**src/rtl/sap1_sequencer.sv**
```systemverilog
// sap1_sequencer: variable-length T-state sequencer for the SAP-1 datapath.
// Drives the 16-bit shared-bus control word, gates execution with run/stall,
// holds a sticky halt and counts retired instructions.
// Optional build macro SAP1_STEP_EN adds a synchronised single-step button input.
module sap1_sequencer #(
    parameter int CW_W  = 16,
    parameter int CNT_W = 8
) (
    input  logic             clk,
    input  logic             reset_n,
    input  logic [3:0]       opcode,
    input  logic             flag_c,
    input  logic             flag_z,
    input  logic             run,
    input  logic             stall,
`ifdef SAP1_STEP_EN
    input  logic             step,
`endif
    output logic [CW_W-1:0]  ctrl,
    output logic [2:0]       tstate,
    output logic             halted,
    output logic             instr_done,
    output logic [CNT_W-1:0] instr_count
);

    // Control word bit positions
    localparam logic [CW_W-1:0] HLT       = CW_W'(16'h8000);
    localparam logic [CW_W-1:0] PC_INC    = CW_W'(16'h4000);
    localparam logic [CW_W-1:0] PC_EN     = CW_W'(16'h2000);
    localparam logic [CW_W-1:0] MAR_LOAD  = CW_W'(16'h1000);
    localparam logic [CW_W-1:0] MEM_EN    = CW_W'(16'h0800);
    localparam logic [CW_W-1:0] IR_LOAD   = CW_W'(16'h0400);
    localparam logic [CW_W-1:0] IR_EN     = CW_W'(16'h0200);
    localparam logic [CW_W-1:0] A_LOAD    = CW_W'(16'h0100);
    localparam logic [CW_W-1:0] A_EN      = CW_W'(16'h0080);
    localparam logic [CW_W-1:0] B_LOAD    = CW_W'(16'h0040);
    localparam logic [CW_W-1:0] ADDER_SUB = CW_W'(16'h0020);
    localparam logic [CW_W-1:0] ACC_LOAD  = CW_W'(16'h0008);
    localparam logic [CW_W-1:0] PC_LOAD   = CW_W'(16'h0004);
    localparam logic [CW_W-1:0] MEM_WE    = CW_W'(16'h0002);
    localparam logic [CW_W-1:0] OUT_LOAD  = CW_W'(16'h0001);

    localparam logic [3:0] OP_LDA = 4'h0;
    localparam logic [3:0] OP_ADD = 4'h1;
    localparam logic [3:0] OP_SUB = 4'h2;
    localparam logic [3:0] OP_STA = 4'h3;
    localparam logic [3:0] OP_LDI = 4'h4;
    localparam logic [3:0] OP_JMP = 4'h5;
    localparam logic [3:0] OP_JC  = 4'h6;
    localparam logic [3:0] OP_JZ  = 4'h7;
    localparam logic [3:0] OP_OUT = 4'hE;
    localparam logic [3:0] OP_HLT = 4'hF;

    typedef enum logic [2:0] {
        T0 = 3'd0,
        T1 = 3'd1,
        T2 = 3'd2,
        T3 = 3'd3,
        T4 = 3'd4,
        T5 = 3'd5
    } tstate_e;

    tstate_e          state_q, state_d, state_nxt;
    logic             halted_q, halted_d;
    logic [CNT_W-1:0] cnt_q, cnt_d;
    logic [CW_W-1:0]  word;
    logic             last;
    logic             adv;
    logic             step_pulse;

`ifdef SAP1_STEP_EN
    logic [2:0] step_sync_q;

    // Two-flop synchroniser for the step button plus one history flop for edge detection
    always_ff @(negedge clk or negedge reset_n) begin
        if (!reset_n) begin
            step_sync_q <= '0;
        end else begin
            step_sync_q <= {step_sync_q[1:0], step};
        end
    end

    assign step_pulse = step_sync_q[1] & ~step_sync_q[2];
`else
    assign step_pulse = 1'b0;
`endif

    assign adv = (run | step_pulse) & ~stall & ~halted_q;

    // Sequencer state, halt flag and retired-instruction counter
    always_ff @(negedge clk or negedge reset_n) begin
        if (!reset_n) begin
            state_q  <= T0;
            halted_q <= 1'b0;
            cnt_q    <= '0;
        end else begin
            state_q  <= state_d;
            halted_q <= halted_d;
            cnt_q    <= cnt_d;
        end
    end

    // Microcode decode, last-state detection and next-state selection
    always_comb begin
        word      = '0;
        last      = 1'b0;
        state_nxt = T0;
        case (state_q)
            T0: begin
                word      = PC_EN | MAR_LOAD;
                state_nxt = T1;
            end
            T1: begin
                word      = PC_INC;
                state_nxt = T2;
            end
            T2: begin
                word      = MEM_EN | IR_LOAD;
                state_nxt = T3;
            end
            T3: begin
                state_nxt = T4;
                case (opcode)
                    OP_LDA, OP_ADD, OP_SUB, OP_STA: word = IR_EN | MAR_LOAD;
                    OP_LDI: begin
                        word = IR_EN | A_LOAD;
                        last = 1'b1;
                    end
                    OP_JMP: begin
                        word = IR_EN | PC_LOAD;
                        last = 1'b1;
                    end
                    OP_JC: begin
                        word = flag_c ? (IR_EN | PC_LOAD) : '0;
                        last = 1'b1;
                    end
                    OP_JZ: begin
                        word = flag_z ? (IR_EN | PC_LOAD) : '0;
                        last = 1'b1;
                    end
                    OP_OUT: begin
                        word = A_EN | OUT_LOAD;
                        last = 1'b1;
                    end
                    OP_HLT: begin
                        word = HLT;
                        last = 1'b1;
                    end
                    default: last = 1'b1;
                endcase
            end
            T4: begin
                state_nxt = T5;
                case (opcode)
                    OP_LDA: begin
                        word = MEM_EN | A_LOAD;
                        last = 1'b1;
                    end
                    OP_ADD, OP_SUB: word = MEM_EN | B_LOAD;
                    OP_STA: begin
                        word = A_EN | MEM_WE;
                        last = 1'b1;
                    end
                    // An opcode that changed mid-instruction falls back to fetch
                    default: last = 1'b1;
                endcase
            end
            T5: begin
                last = 1'b1;
                case (opcode)
                    OP_ADD:  word = ACC_LOAD;
                    OP_SUB:  word = ACC_LOAD | ADDER_SUB;
                    default: word = '0;
                endcase
            end
            default: last = 1'b1;
        endcase
    end

    // Advance/hold decision, halt capture and retirement counting
    always_comb begin
        state_d  = state_q;
        halted_d = halted_q;
        cnt_d    = cnt_q;
        if (adv) begin
            if (last) begin
                state_d = T0;
                cnt_d   = cnt_q + CNT_W'(1);
                if (state_q == T3 && opcode == OP_HLT) begin
                    halted_d = 1'b1;
                end
            end else begin
                state_d = state_nxt;
            end
        end
    end

    assign ctrl        = halted_q ? HLT : (word & {CW_W{adv}});
    assign tstate      = state_q;
    assign halted      = halted_q;
    assign instr_done  = adv & last;
    assign instr_count = cnt_q;

endmodule

```
**config.mk**
```make
export PLATFORM = sky130hd
export DESIGN_NAME = sap1_sequencer
export DESIGN_NICKNAME = d
export VERILOG_FILES = /design/src/rtl/sap1_sequencer.sv
export SDC_FILE = /design/constraint.sdc
export NUM_CORES = 1
export LEC_CHECK = 0
export BUFFER_PORTS_ARGS = -buffer_cell sky130_fd_sc_hd__buf_2
export CAP_MARGIN = 20
export CORE_MARGIN = 3
export CORE_UTILIZATION = 49
export CTS_BUF_LIST = sky130_fd_sc_hd__clkbuf_4 sky130_fd_sc_hd__clkbuf_8 sky130_fd_sc_hd__clkbuf_16
export DETAILED_ROUTE_END_ITERATION = 8
export PLACE_DENSITY = 0.82
export SYNTH_ARGS = -nofsm -noshare
export SYNTH_HDL_FRONTEND = slang
export SYNTH_SLANG_ARGS = --single-unit
export TNS_END_PERCENT = 20
```
**constraint.sdc**
```tcl
create_clock -name clk -period 2.75 [get_ports clk]
set_clock_uncertainty 0.2 [all_clocks]
set_input_delay 0.4125 -clock clk [delete_from_list [all_inputs] [get_ports clk]]
set_output_delay 0.4125 -clock clk [all_outputs]
set_load 0.02 [all_outputs]
```
==> results.yml, run 1 <==
outcome:
  status: "did not finish"
  haltStage: "global routing (5_1_grt)"
  error_line: "[ERROR DPL-0033] detailed placement checks failed during check placement."
logic_synthesis:
  synth-seq-cells: 12
  synth_edf_count: 0
  netlist_top_cells_count: "12 x dfrtn_1, 12 x nor2_1, 8 x xnor2_1"
  async_reset_ff_share_pct: 100
  netlist_area_um2: 902
  synth_top_area_share_pct: 33.3
  ys_seq_area_share_pct: 33.3
  ys_types: 44
  ys.flop_type: "dfrtn_1"
  synth_cells: 103
  synth_largest_area_cell: "dfrtn_1"
  synth_nets: 114
  yosys-top-cells-area: "dfrtn_1 33%, xnor2_1 7.8%, nor2_1 5.0%, nand4_1 3.5%, nand3_1 3.3%"
  postSynthAreaPerCell_um2: 8.76
  yosysWarnings: 0
clock_tree:
  numCtsBuffers: 3
  ctsHtreeMaxLevel: 1
  cts_max_path_buffers: 2
  numClockSinks: 12
  cts_root_buffer: "clkbuf_4"
  cts_hold_buf: 0
place:
  gp_congestion: 0.910
  dp.cells: 181
  io_buffers: 37
  hpwl_mm: 1.99
  placed_cell_area_um2: 1290
  pre_cts_slack_ps: -688
floorplanning:
  io-pin-count: 39
  fp.dieH_um: 48.9
  rows: 14
  start_util_pct: 56.0
  die_w_um: 48.9
timing:
  worstEpCategory: "primary output"
  worst_endpoint: "ctrl[8]"
global_route:
  grt_max_degree: 13
  antenna_found_initial: 0
## through the flow
| step | hold slack, ps | TNS, ps |
|---|---|---|
| after global placement | 212 | -12820 |
| after CTS | 235 | -16380 |
| after detailed placement | 218 | -13610 |
| after floorplan | 305 | -14030 |
## logic make-up after synthesis
| logic type | synth area share [%] |
|---|---|
| compound gates | 14.3 |
| simple gates | 33.0 |
| xor+xnor | 8.74 |
| other cells | 0.416 |
| flops | 33.3 |
| mux | 3.47 |
| fa+ha+maj | 1.39 |
| buf+inv | 5.41 |
## repair_timing
action | in CTS
setup endpoints to repair | 38
buffers inserted | 1
endpoints found under the hold margin | 0
pin swaps | 4
resized for setup | 44
==> run 2: changes to the inputs <==
==> config.mk (replaced) <==
export PLATFORM = sky130hd
export DESIGN_NAME = sap1_sequencer
export DESIGN_NICKNAME = d
export VERILOG_FILES = /design/src/rtl/sap1_sequencer.sv
export SDC_FILE = /design/constraint.sdc
export NUM_CORES = 1
export LEC_CHECK = 0
export BUFFER_PORTS_ARGS = -buffer_cell sky130_fd_sc_hd__buf_2
export CAP_MARGIN = 20
export CORE_AREA = 3 3 64 66
export DETAILED_ROUTE_END_ITERATION = 8
export DIE_AREA = 0 0 67 69
export PLACE_DENSITY_LB_ADDON = 0.15
export SYNTH_ARGS = -nofsm -noshare
export SYNTH_HDL_FRONTEND = slang
export SYNTH_SLANG_ARGS = --single-unit
export TNS_END_PERCENT = 20
==> results.yml, run 2 <==
logic_synthesis:
  synth_compound_area_share_pct: 14.3
  synth_xor_area_share_pct: 8.74
  ys_types: 44
  netlist_area_um2: 902
  synth-seq-cells: 12
  synth-adder-area-share_pct: 1.39
  synth-simple-area-share_pct: 33.0
  synth_largest_area_cell: "dfrtn_1"
  muxShareOfSynthArea_pct: 3.47
  synth_edf_count: 0
  ys_seq_area_share_pct: 33.3
  netlist_top_cells_count: "12 x dfrtn_1, 12 x nor2_1, 8 x xnor2_1"
  async_reset_ff_share_pct: 100
  synth_nets: 114
  ys.flop_type: "dfrtn_1"
  synth_top_area_share_pct: 33.3
  yosysWarnings: 0
  postSynthAreaPerCell_um2: 8.76
  yosys-top-cells-area: "dfrtn_1 33%, xnor2_1 7.8%, nor2_1 5.0%, nand4_1 3.5%, nand3_1 3.3%"
  synth_cells: 103
  synth_top_family_by_area: "simple AND/OR/NAND/NOR gates"
global_route:
  grt_util_met3_pct: 2.44
  grt-busiest-layer: "met2"
  antenna_found_initial: 0
  met2_usage_pct: 19.1
  grt_pass1_wl_mm: 4.42
  grt_pass1_vias: 985
  track_usage_pct: 11.7
  grt_max_degree: 13
  grt_use_met1_pct: 15.8
  grt_overflow_total: 0
setup_path:
  crit_chain: "or3b_4 -> or4_4 -> a21oi_4 -> buf_6"
  end_kind: "output port"
  required_ps: 2140
  crit_buf_inv: 1
  critPathLaunchType: "register"
  cp.arrival_ps: 3070
  cp_top_family: "simple AND/OR/NAND/NOR gates"
  critPathMaxStageDelay_ps: 440
  path_max_fanout: 5
  criticalPathCategory: "reg -> out"
  critPathSlowestCell: "or4_4"
worst_hold_path:
  hold_path_class: "reg -> reg"
layout:
  area_growth_pct: 87.1
  fin_nets: 182
  final_util_pct: 46.5
  final_common_cell: "buf_4"
  layout_common_cells: "39 x buf_4, 21 x buf_6, 12 x dfrtn_1, 11 x buf_2, 8 x xnor2_1"
  largest_reg_flops: 8
  fill_cells: 368
  multiInputGateArea_um2: 684
  seq_area_um2: 300
  drive_above_1_share_pct: 58.2
  diodes: 0
  fin_cells: 218
place:
  pre_cts_slack_ps: -694
  dp.cells: 207
  gp_congestion: 0.771
  io_buffers: 37
  hpwl_mm: 2.05
timing:
  setup-tns-final_ps: -15940
  drv_slew: 0
  rsz0062_at_grt: "true"
  setup_viol: 39
  hold_violations: 0
  fin_ws_ps: -930
routing:
  vias: 994
  drtIter0Drc: 49
  routed_via_density: 4.56
  wl_per_cell_um: 11.9
  drc: 0
  dr.pass1.iters: 4
  final_antenna_net_count: 0
  wl_mm: 2.59
power_and_ir_drop:
  power.total_mw: 1.26
  p_leak_nw: 0.752
  irDropWorstVdd_mv: 0.349
  p_per_area_nw_per_um2: 748
floorplanning:
  rows: 22
  die_area_um2: 4620
  die_w_um: 67
  start_util_pct: 24.8
  io-pin-count: 39
  fp.dieH_um: 69
  core_area_um2: 3630
clock_tree:
  ctsHtreeMaxLevel: 1
  cts_max_path_buffers: 2
  clk_pin_slew_ps: 40
  numCtsBuffers: 3
  cts_root_buffer: "clkbuf_8"
  numClockSinks: 12
  cts_hold_buf: 0
  cts_tree: "built"
  insertion_delay_ps: 260
outcome:
  violations: "setup timing"
  status: "finished, violations left"
flow_run:
  drv_cap: 0
run 2: final timing paths:
kind / startpoint / endpoint / slack [ps] / depth (start not counted)
setup reg to reg: halted / instr_count[5] / 1050 / 6
max in group asynchronous: reset_n / instr_count[0] / 1010 / 1
min in group asynchronous: reset_n / tstate[2] / 1090 / 1
hold / removal: instr_count[7] / instr_count[7] / 230 / 1
hold reg to reg: instr_count[7] / instr_count[7] / 230 / 1
setup / recovery: halted / ctrl[8] / -930 / 4
run 2: metal layers:
| layer | share of wire, % | wire, um |
|---|---|---|
| met4 | 0 | 0 |
| met2 | 50 | 1300 |
| met5 | 0 | 0 |
| met1 | 45 | 1160 |
| met3 | 4.8 | 125 |
run 2: final cells by class:
cell class,count,share of cell area [%]
flip-flops and latches,12,17.8
multi-input cells,82,40.5
repair buffers,71,34.6
inverters,1,0.222
well taps,48,3.56
clock buffers,4,3.26
run 2: repair_timing:
action	in CTS	in global routing
gates cloned	0	0
setup endpoints to repair	38	39
setup buffers	2	5
gates resized for setup	50	18
pin swaps	8	6
run 2: cell families after synthesis:
family / after synthesis
adders and majority gates: 1
DFF: 12
other: 1
muxes: 3
buffers and inverters: 9
and+or+nand+nor: 52
AOI/OAI and AO/OA: 16
xor gates and xnor gates: 9
run 2: per-stage QoR:
step	area, um^2	hold WS, ps
floorplan	937	305
global placement	1340	214
detailed placement	1340	220
CTS	1570	237
global route	1690	255
finish	1690	228
run 2: power breakdown:
part / internal, mW / leakage [nW] / switching [mW] / total [mW]
sequential: 0.230 / 0.156 / 0.0577 / 0.288
combinational: 0.402 / 0.568 / 0.381 / 0.783
clock: 0.126 / 0.0288 / 0.0657 / 0.192
total: 0.758 / 0.752 / 0.504 / 1.26
Power figures use the tool's default switching activity.
